===== src/rtl/multdiv_if.sv =====
// Execute-stage <-> multiply/divide unit bus: operands, start strobes and the
// registered result, exception flag and completion pulse.
interface multdiv_if #(
  parameter int WIDTH = 32
);
  logic [WIDTH-1:0] data_operandA;
  logic [WIDTH-1:0] data_operandB;
  logic             ctrl_MULT;
  logic             ctrl_DIV;
  logic [WIDTH-1:0] data_result;
  logic             data_exception;
  logic             data_resultRDY;

  modport master (
    output data_operandA, data_operandB, ctrl_MULT, ctrl_DIV,
    input  data_result, data_exception, data_resultRDY
  );

  modport slave (
    input  data_operandA, data_operandB, ctrl_MULT, ctrl_DIV,
    output data_result, data_exception, data_resultRDY
  );
endinterface


===== src/rtl/multdiv_unit.sv =====
// Iterative signed multiply (shift-add) / divide (restoring), WIDTH steps per op.
// Optional MULTDIV_DIV0_EARLY_EN: divide by zero completes one edge after start.
module multdiv_unit #(
  parameter int WIDTH = 32,
  parameter int CNT_W = 6
) (
  input  logic       clock,
  input  logic       reset,
  multdiv_if.slave   bus
);

  typedef enum logic [1:0] {S_IDLE, S_MULT, S_DIV, S_DONE} state_t;

  state_t               state_q, state_d;
  logic [CNT_W-1:0]     cnt_q, cnt_d;
  logic [2*WIDTH-1:0]   acc_q, acc_d;
  logic [WIDTH-1:0]     mcand_q, mcand_d;
  logic                 neg_q, neg_d;
  logic                 div0_q, div0_d;
  logic [WIDTH-1:0]     result_q, result_d;
  logic                 exc_q, exc_d;
  logic                 rdy_q, rdy_d;

  logic [WIDTH-1:0]     op_a, op_b, mag_a, mag_b, rem_sh, quo_s;
  logic [WIDTH:0]       add_sum;
  logic [2*WIDTH-1:0]   acc_sh, prod;
  logic                 start, last_iter;

  assign op_a      = bus.data_operandA;
  assign op_b      = bus.data_operandB;
  assign mag_a     = op_a[WIDTH-1] ? (~op_a + 1'b1) : op_a;
  assign mag_b     = op_b[WIDTH-1] ? (~op_b + 1'b1) : op_b;
  assign start     = bus.ctrl_MULT | bus.ctrl_DIV;
  assign last_iter = (cnt_q == CNT_W'(WIDTH));

  // Multiply: acc = {partial product, remaining multiplier bits}; divide: acc = {remainder, quotient}.
  assign add_sum = {1'b0, acc_q[2*WIDTH-1:WIDTH]} + {1'b0, mcand_q};
  assign acc_sh  = {acc_q[2*WIDTH-2:0], 1'b0};
  assign rem_sh  = acc_sh[2*WIDTH-1:WIDTH];
  assign prod    = neg_q ? (~acc_q + 1'b1) : acc_q;
  assign quo_s   = neg_q ? (~acc_q[WIDTH-1:0] + 1'b1) : acc_q[WIDTH-1:0];

  always_ff @(posedge clock or posedge reset) begin
    if (reset) begin
      state_q  <= S_IDLE;
      cnt_q    <= '0;
      acc_q    <= '0;
      mcand_q  <= '0;
      neg_q    <= 1'b0;
      div0_q   <= 1'b0;
      result_q <= '0;
      exc_q    <= 1'b0;
      rdy_q    <= 1'b0;
    end else begin
      state_q  <= state_d;
      cnt_q    <= cnt_d;
      acc_q    <= acc_d;
      mcand_q  <= mcand_d;
      neg_q    <= neg_d;
      div0_q   <= div0_d;
      result_q <= result_d;
      exc_q    <= exc_d;
      rdy_q    <= rdy_d;
    end
  end

  always_comb begin
    state_d  = state_q;
    cnt_d    = cnt_q;
    acc_d    = acc_q;
    mcand_d  = mcand_q;
    neg_d    = neg_q;
    div0_d   = div0_q;
    result_d = result_q;
    exc_d    = exc_q;
    rdy_d    = 1'b0;

    // A start strobe wins in every state, silently aborting any running op.
    if (start) begin
      neg_d  = op_a[WIDTH-1] ^ op_b[WIDTH-1];
      div0_d = (op_b == '0);
      cnt_d  = '0;
      if (bus.ctrl_MULT) begin
        state_d = S_MULT;
        mcand_d = mag_a;
        acc_d   = {{WIDTH{1'b0}}, mag_b};
      end else begin
        state_d = S_DIV;
        mcand_d = mag_b;
        acc_d   = {{WIDTH{1'b0}}, mag_a};
`ifdef MULTDIV_DIV0_EARLY_EN
        // Preloading the counter makes the very next edge the completion edge.
        if (op_b == '0) cnt_d = CNT_W'(WIDTH);
`endif
      end
    end else begin
      case (state_q)
        S_MULT: begin
          if (last_iter) begin
            result_d = prod[WIDTH-1:0];
            exc_d    = (prod[2*WIDTH-1:WIDTH-1] != '0) && (prod[2*WIDTH-1:WIDTH-1] != '1);
            rdy_d    = 1'b1;
            state_d  = S_DONE;
          end else begin
            acc_d = acc_q[0] ? {add_sum, acc_q[WIDTH-1:1]} : {1'b0, acc_q[2*WIDTH-1:1]};
            cnt_d = cnt_q + 1'b1;
          end
        end
        S_DIV: begin
          if (last_iter) begin
            // Only an unsigned-positive quotient with the top bit set (MIN / -1) overflows.
            result_d = div0_q ? '0 : quo_s;
            exc_d    = div0_q | (~neg_q & acc_q[WIDTH-1]);
            rdy_d    = 1'b1;
            state_d  = S_DONE;
          end else begin
            acc_d = (rem_sh >= mcand_q) ? {rem_sh - mcand_q, acc_sh[WIDTH-1:1], 1'b1} : acc_sh;
            cnt_d = cnt_q + 1'b1;
          end
        end
        S_DONE:  state_d = S_IDLE;
        default: state_d = S_IDLE;
      endcase
    end
  end

  assign bus.data_result    = result_q;
  assign bus.data_exception = exc_q;
  assign bus.data_resultRDY = rdy_q;

endmodule

===== src/flat_wrapper.sv =====
// flat-port wrapper written by rule: the top's interface ports become plain ports
module multdiv_unit_flat 
#(
  parameter int WIDTH = 32,
  parameter int CNT_W = 6
)
  (clock, reset, bus_data_operandA, bus_data_operandB, bus_ctrl_MULT, bus_ctrl_DIV, bus_data_result, bus_data_exception, bus_data_resultRDY);
  multdiv_if #(.WIDTH(WIDTH)) bus_i ();
  input  logic clock;
  input  logic reset;
  input wire logic [$bits(bus_i.data_operandA)-1:0] bus_data_operandA;
  input wire logic [$bits(bus_i.data_operandB)-1:0] bus_data_operandB;
  input wire logic [$bits(bus_i.ctrl_MULT)-1:0] bus_ctrl_MULT;
  input wire logic [$bits(bus_i.ctrl_DIV)-1:0] bus_ctrl_DIV;
  output wire logic [$bits(bus_i.data_result)-1:0] bus_data_result;
  output wire logic [$bits(bus_i.data_exception)-1:0] bus_data_exception;
  output wire logic [$bits(bus_i.data_resultRDY)-1:0] bus_data_resultRDY;
  assign bus_i.data_operandA = bus_data_operandA;
  assign bus_i.data_operandB = bus_data_operandB;
  assign bus_i.ctrl_MULT = bus_ctrl_MULT;
  assign bus_i.ctrl_DIV = bus_ctrl_DIV;
  assign bus_data_result = bus_i.data_result;
  assign bus_data_exception = bus_i.data_exception;
  assign bus_data_resultRDY = bus_i.data_resultRDY;
  multdiv_unit #(.WIDTH(WIDTH), .CNT_W(CNT_W)) u_core (.clock(clock), .reset(reset), .bus(bus_i));
endmodule

===== config.mk =====
export PLATFORM = sky130hd
export DESIGN_NAME = multdiv_unit_flat
export DESIGN_NICKNAME = d
export VERILOG_FILES = /design/src/rtl/multdiv_if.sv /design/src/rtl/multdiv_unit.sv /design/src/flat_wrapper.sv
export SDC_FILE = /design/constraint.sdc
export NUM_CORES = 1
export LEC_CHECK = 0
export BUFFER_PORTS_ARGS = -buffer_cell sky130_fd_sc_hd__buf_2
export CORE_MARGIN = 2
export CORE_UTILIZATION = 60
export CTS_BUF_LIST = sky130_fd_sc_hd__clkbuf_4 sky130_fd_sc_hd__clkbuf_8 sky130_fd_sc_hd__clkbuf_16
export CTS_CLUSTER_DIAMETER = 120
export DETAILED_ROUTE_END_ITERATION = 6
export GPL_ROUTABILITY_DRIVEN = 0
export MAX_ROUTING_LAYER = met4
export PLACE_DENSITY = 0.89
export REMOVE_ABC_BUFFERS = 1
export SETUP_SLACK_MARGIN = 0.02
export SYNTH_ARGS = -nofsm -noshare
export SYNTH_HDL_FRONTEND = slang
export SYNTH_SLANG_ARGS = --single-unit

===== constraint.sdc =====
create_clock -name clock -period 7.55 [get_ports clock]
set_input_delay 0.755 -clock clock [delete_from_list [all_inputs] [get_ports clock]]
set_output_delay 0.755 -clock clock [all_outputs]
set_load 0.05 [all_outputs]

==> reports/metrics.cfg, run 1 <==
[outcome]
status=finished, violations left
violations=design-rule violations

[grt]
grtUsageMet3_pct=7.117
antenna_found_initial=0
busiest_layer=met2
grt_usage_pct=38.31
grt-ovfl-total=0
first_global_vias=13730
grtUsageMet1_pct=49.47
grt_start_max_net_pins=90
grt_pass1_wl_um=71730
met2_usage_pct=56.97

[cts]
cts_setup_buffers=0
path_clk_slew_ns=0.07
cts_root_buf=clkbuf_16
cts_hold_buf=0
tritoncts=done
clk_path_buf_depth=2
clkLatencyLatePin_ns=0.44
cts_resized=0
numCtsBuffers=17
clock_sinks=140
htreeDepth=4

[logic_synthesis]
yosysSeqAreaShare_pct=25.70
syn_inst=1760
syn_avg_cell_area_um2=7.747
synth_enable_flop_cells=0
synth_ff_type=dfrtp_1
yosys.cell_types.count=77
synthArstFlopShare_pct=100.0
ys_seq_elements=140
ys_warn_count=0
synth_area_mm2=0.01363

[layout]
fin_cells=2078
drive_above_1_share_pct=10.65
final_cell_mix=nand2_1, o21ai_0, nor2_1, dfrtp_1, a21oi_1
final_common_cell=nand2_1
seq_area_mm2=0.003505
synthToLayoutAreaGrowth_pct=8.167
fin_util_pct=65.54
antenna_cells=0
fillers=1813
multi_input_area_mm2=0.009468
fin_nets=1922

[power]
power_density_mw_per_mm2=181.1
clockPowerShare_pct=30.7
switching_power_mw=1.077
p_seq_share_pct=34.9
p_int_mw=1.594
peakVddDrop_mv=0.1402
swShare_pct=40.33
combPwrFrac_pct=34.4
leakage_nw=6.488

[sta]
hold_ws_ns=0.4768
hold_viol=0
rsz0062_at_grt=no
relSlewSlack_pct=15.76
period_minus_slack_ns=4.554
period_share_pct=60.31
setup_viol=0
setup_tns_ns=0
drv_slew=0
finClkSkew_ns=0.008221
tightestPinTransition_ns=1.252
max_freq_mhz=219.6

[placement]
hpwlAfterDp_um=31920
portBuffers=101
dpl.cell_count=2047

[setup_path]
path_class=reg -> reg
crit_arrival_ns=4.83
ff2ff_setup_slack_ns=3.00
cp.required_ns=7.83
cp-start-kind=flip-flop
endpoint_kind=flip-flop
rr_startpoint=u_core.acc_q[0]$_DFFE_PP0P_
r2r_end=u_core.bus.data_exception$_DFFE_PP0P_
cp_max_fo=37
r2r_cells=13

[floorplan]
io_pins=102
die_area_mm2=0.02395
core_mm2=0.02250
chipWidth_um=154.7
initial_utilization_pct=60.59
die-height_um=154.7
rows=55

[routing]
antenna_left=0
dr.pass1.iters=7
route.vias.total=14590
wl_per_cell_um=21.44
totalWireLength_um=44550
drt_iter0_drc=2164
drc=11
viasPerCell=7.021

[worst_hold_path]
hold_path.class=reg -> reg
holdPathEnd=u_core.bus.data_result[31]$_DFFE_PP0P_
min_from=u_core.bus.data_result[31]$_DFFE_PP0P_
min_path_cells=2

[run]
drv_cap=0

[area by class of cell]
cell class / count / area share, %
multi-input cells: 1439 / 64.20
flip-flops and latches: 140 / 23.76
repair buffers: 114 / 4.089
clock buffers: 17 / 2.885
well taps: 285 / 2.418
inverters: 69 / 1.790
clock inverters: 14 / 0.8569
[per-stage QoR]
stage	area (um^2)	total power, mW	worst slack (ns)
finish	14750	2.671	2.996
global route	14750	2.777	2.616
CTS	14750	2.624	3.153
detailed placement	14200	1.814	3.170
global placement	14200	1.783	3.288
floorplan	13200	1.546	2.337
[worst max-delay path by stage]
stage	startpoint	end	slack [ns]	cells after the start
floorplan	u_core.acc_q[36]$_DFFE_PP0P_	u_core.acc_q[57]$_DFFE_PP0P_	2.34	11
global placement	u_core.acc_q[0]$_DFFE_PP0P_	u_core.bus.data_exception$_DFFE_PP0P_	3.29	13
detailed placement	u_core.acc_q[0]$_DFFE_PP0P_	u_core.bus.data_exception$_DFFE_PP0P_	3.17	13
CTS	u_core.acc_q[0]$_DFFE_PP0P_	u_core.bus.data_exception$_DFFE_PP0P_	3.15	13
global route	u_core.acc_q[0]$_DFFE_PP0P_	u_core.bus.data_exception$_DFFE_PP0P_	2.62	13
finish	u_core.acc_q[0]$_DFFE_PP0P_	u_core.bus.data_exception$_DFFE_PP0P_	3.00	13
[Yosys cell counts (17+ instances only)]
cell	instances	area [um^2]
nand2b_1	22	137.6
ha_1	71	888.4
o21ai_0	157	785.8
nand3_1	23	115.1
clkbuf_1	93	349.1
o31ai_1	32	240.2
xnor2_1	73	639.4
nor2_1	154	578.1
a21o_1	25	187.7
buf_1	17	63.81
a21oi_1	127	635.6
nand4_1	19	118.9
inv_1	66	247.7
or3_1	23	143.9
xor2_1	98	858.3
or4_1	20	150.1
dfrtp_1	140	3503
mux2i_1	53	530.5
nand2_1	191	716.9
o21a_1	20	150.1
o41ai_1	18	157.7
nor4_1	27	168.9
o211ai_1	45	337.8
nor3_1	40	200.2
[cell families (layout without fill, tap and decap cells)]
group           Yosys count  after routing  share of synthesized area, %
compound gates          550            550                         26.27
xor+xnor                171            171                         10.98
fa+ha+maj                73             73                         6.809
buf+inv                 181            214                         5.093
flops                   140            140                         25.70
mux                      63             63                         4.717
simple gates            582            582                         20.43
[power groups by stage]
stage	Clock [mW]	Combinational, mW	Sequential [mW]
finish	0.820	0.919	0.932
global route	0.844	0.997	0.936
CTS	0.813	0.889	0.921
detailed placement	0	0.880	0.935
global placement	0	0.852	0.931
floorplan	0	0.634	0.912
[critical path, cell delays in order (launching register included)]
cell and delay [ns]:
dfrtp_1 0.36, buf_4 0.28, inv_1 0.14, ha_1 0.17, or3b_2 0.55, nor3_1 0.25
nand4_1 0.45, nor4_1 0.70, xor2_1 0.14, or4_1 0.42, a2111oi_0 0.39, nand4_1 0.18
o31ai_2 0.27, o31ai_1 0.09
[routing by layer]
metal  vias to the layer above  share of wire [%]
met2                      1140                 43
met1                      6706                 38
met4                         0                6.8
li1                       6461                  -
met5                         -                  0
met3                       283                 12
[flip-flops by register name (all words and copies together) (netlist names)]
register	cells
u_core.neg_q	1
u_core.bus.data_resultRDY	1
u_core.bus.data_result	32
u_core.bus.data_exception	1
u_core.mcand_q	32
u_core.cnt_q	6
u_core.acc_q	64
u_core.div0_q	1
u_core.state_q	2
(Power assumes the default switching activity.)
==> inputs of run 2 (changes only) <==
Settings changed: CORE_UTILIZATION 60 to 56, PLACE_DENSITY 0.89 to 0.87.
Clock period 7.55 ns to 3.9 ns, I/O delays scaled along.
==> run 2 against run 1 <==
  * The run ends with design-rule violations, negative setup slack left
  * Final area grew 4.2%
  * Critical path type unchanged
  * Clock-buffer cell count increased by 1
  * Clock skew increased by 0.0086 ns
  * Clock power grew 100%
  * Fmax up 16%
==> reports/metrics.cfg, run 2 (synthesis gave the netlist of run 1 again) <==
[floorplan]
core_mm2=0.02411  ; +7.1%
initial_utilization_pct=56.56  ; -4.0 points
io_pins=102  ; unchanged
rows=57  ; +3.6%
die-height_um=160.0  ; +3.4%
chipWidth_um=160.0  ; +3.4%
die_area_mm2=0.02561  ; +7.0%

[sta]
setup_viol=1  ; +1
rsz0062_at_grt=yes
period_share_pct=100.5  ; +40 points
tightestPinTransition_ns=1.110  ; -0.1424 ns
period_minus_slack_ns=3.921  ; -0.6332 ns
hold_ws_ns=0.09798  ; -0.3788 ns
timing.final.ws_setup_ns=-0.02054  ; -3.017 ns
drv_slew=0  ; unchanged
finClkSkew_ns=0.01677  ; +0.008552 ns
relSlewSlack_pct=25.75  ; +10 points
setup_tns_ns=-0.02054  ; -0.02054 ns
max_freq_mhz=255.1  ; +16%
hold_viol=0  ; unchanged

[worst_hold_path]
hold_path.class=in -> async

[routing]
dr.pass1.iters=7  ; unchanged
antenna_left=0  ; unchanged
drt_iter0_drc=1985  ; -8.3%
route.vias.total=14920  ; +2.3%
totalWireLength_um=46800  ; +5.1%
viasPerCell=6.853  ; -2.4%
wl_per_cell_um=21.50  ; +0.28%
drc=6  ; -5

[cts]
htreeDepth=4  ; unchanged
tritoncts=done
clkLatencyLatePin_ns=0.45  ; about the same
numCtsBuffers=17  ; unchanged
clk_path_buf_depth=2  ; unchanged
path_clk_slew_ns=0.08  ; about the same
cts_hold_buf=0  ; unchanged
cts_root_buf=clkbuf_16
clock_sinks=140  ; unchanged

[layout]
fillers=1973  ; +8.8%
synthToLayoutAreaGrowth_pct=12.75
final_common_cell=nand2_1
drive_above_1_share_pct=14.14  ; +3.5 points
final_cell_mix=nand2_1, o21ai_0, nor2_1, dfrtp_1, a21oi_1
multi_input_area_mm2=0.009552  ; +0.89%
top_register=u_core.acc_q
fin_cells=2177  ; +4.8%
fin_nets=1981  ; +3.1%
seq_area_mm2=0.003506  ; about the same
largest_register_ffs=64  ; unchanged
antenna_cells=0  ; unchanged

[outcome]
status=finished, violations left
violations=design-rule violations, negative setup slack

[setup_path]
cp.required_ns=4.19  ; -3.64 ns
rr_startpoint=u_core.acc_q[1]$_DFFE_PP0P_
endpoint_kind=flip-flop
ff2ff_setup_slack_ns=-0.02  ; -3.02 ns
cp_max_fo=6  ; -84%
cp-start-kind=flip-flop
path_class=reg -> reg
r2r_cells=13  ; unchanged
r2r_end=u_core.bus.data_exception$_DFFE_PP0P_
crit_arrival_ns=4.21  ; -0.62 ns

[run]
drv_cap=0  ; unchanged

[placement]
dpl.cell_count=2143  ; +4.7%
hpwlAfterDp_um=34070  ; +6.7%
portBuffers=101  ; unchanged

[grt]
grt_pass1_wl_um=74080  ; +3.3%
first_global_vias=13980  ; +1.8%
grt_start_max_net_pins=91  ; +1.1%
grt_usage_pct=36.90  ; -1.4 points
antenna_found_initial=0  ; unchanged
grt-ovfl-total=0  ; unchanged

[power]
peakVddDrop_mv=0.2380  ; +70%
leakage_nw=6.846  ; +5.5%
power_mw=5.370  ; +100%
power_density_mw_per_mm2=349.3  ; +93%

[run 2: cell count changes in the layout (fill, tap and decap cells not counted), sizes merged]
cell,previous run,this run
buf,114,173
clkinv,3,4
clkbuf,17,18
clkinvlp,3,2
[run 2: metrics by stage]
step	util (%)	worst slack (ns)	area [um^2]
detailed placement	60.92	0.08172	14690
CTS	63.36	0.05436	15270
global placement	60.92	0.1320	14690
global route	63.77	0.003276	15370
floorplan	-	-1.313	13200
finish	63.77	-0.02054	15370
[run 2: repair_timing]
item                                    in CTS  in global routing
endpoints found under the setup margin       0                  4
buffers inserted                             0                  2
resized for setup                            0                 13
[run 2: layer usage]
layer	track usage [%]	wire [um]
met4	22.44	3347
met5	-	0
met2	54.76	20300
met1	46.00	17350
met3	8.130	5802
[run 2: report_power, final]
part           internal, mW  total (mW)  leakage, nW  switching (mW)
clock                 0.872        1.67        0.283           0.800
sequential             1.57        1.77         1.82           0.206
combinational         0.742        1.92         4.75            1.18
[run 2: area by class of cell]
| class | instances | share of cell area [%] |
|---|---|---|
| Clock inverter | 14 | 0.9604 |
| Sequential cell | 140 | 22.81 |
| Clock buffer | 18 | 2.857 |
| Timing Repair Buffer | 173 | 6.886 |
| Multi-Input combinational cell | 1439 | 62.14 |
| Inverter | 69 | 1.717 |
| Tap cell | 324 | 2.637 |
[run 2: worst max path at each step]
stage,startpoint,endpoint,cells after the start
floorplan,u_core.acc_q[36]$_DFFE_PP0P_,u_core.acc_q[57]$_DFFE_PP0P_,11
global placement,u_core.acc_q[14]$_DFFE_PP0P_,u_core.bus.data_exception$_DFFE_PP0P_,10
detailed placement,u_core.acc_q[14]$_DFFE_PP0P_,u_core.bus.data_exception$_DFFE_PP0P_,10
CTS,u_core.acc_q[14]$_DFFE_PP0P_,u_core.bus.data_exception$_DFFE_PP0P_,10
global route,u_core.acc_q[14]$_DFFE_PP0P_,u_core.bus.data_exception$_DFFE_PP0P_,11
finish,u_core.acc_q[1]$_DFFE_PP0P_,u_core.bus.data_exception$_DFFE_PP0P_,13
[run 2: worst max-delay path, cell delays in order, from the launching register on]
cell,delay (ns)
dfrtp_1,0.44
inv_1,0.10
ha_1,0.17
or3b_2,0.56
nor3_2,0.23
nand4_1,0.26
nor4_1,0.36
buf_4,0.18
xor2_1,0.06
or4_1,0.40
a2111oi_0,0.48
nand4_1,0.21
o31ai_2,0.26
o31ai_1,0.09
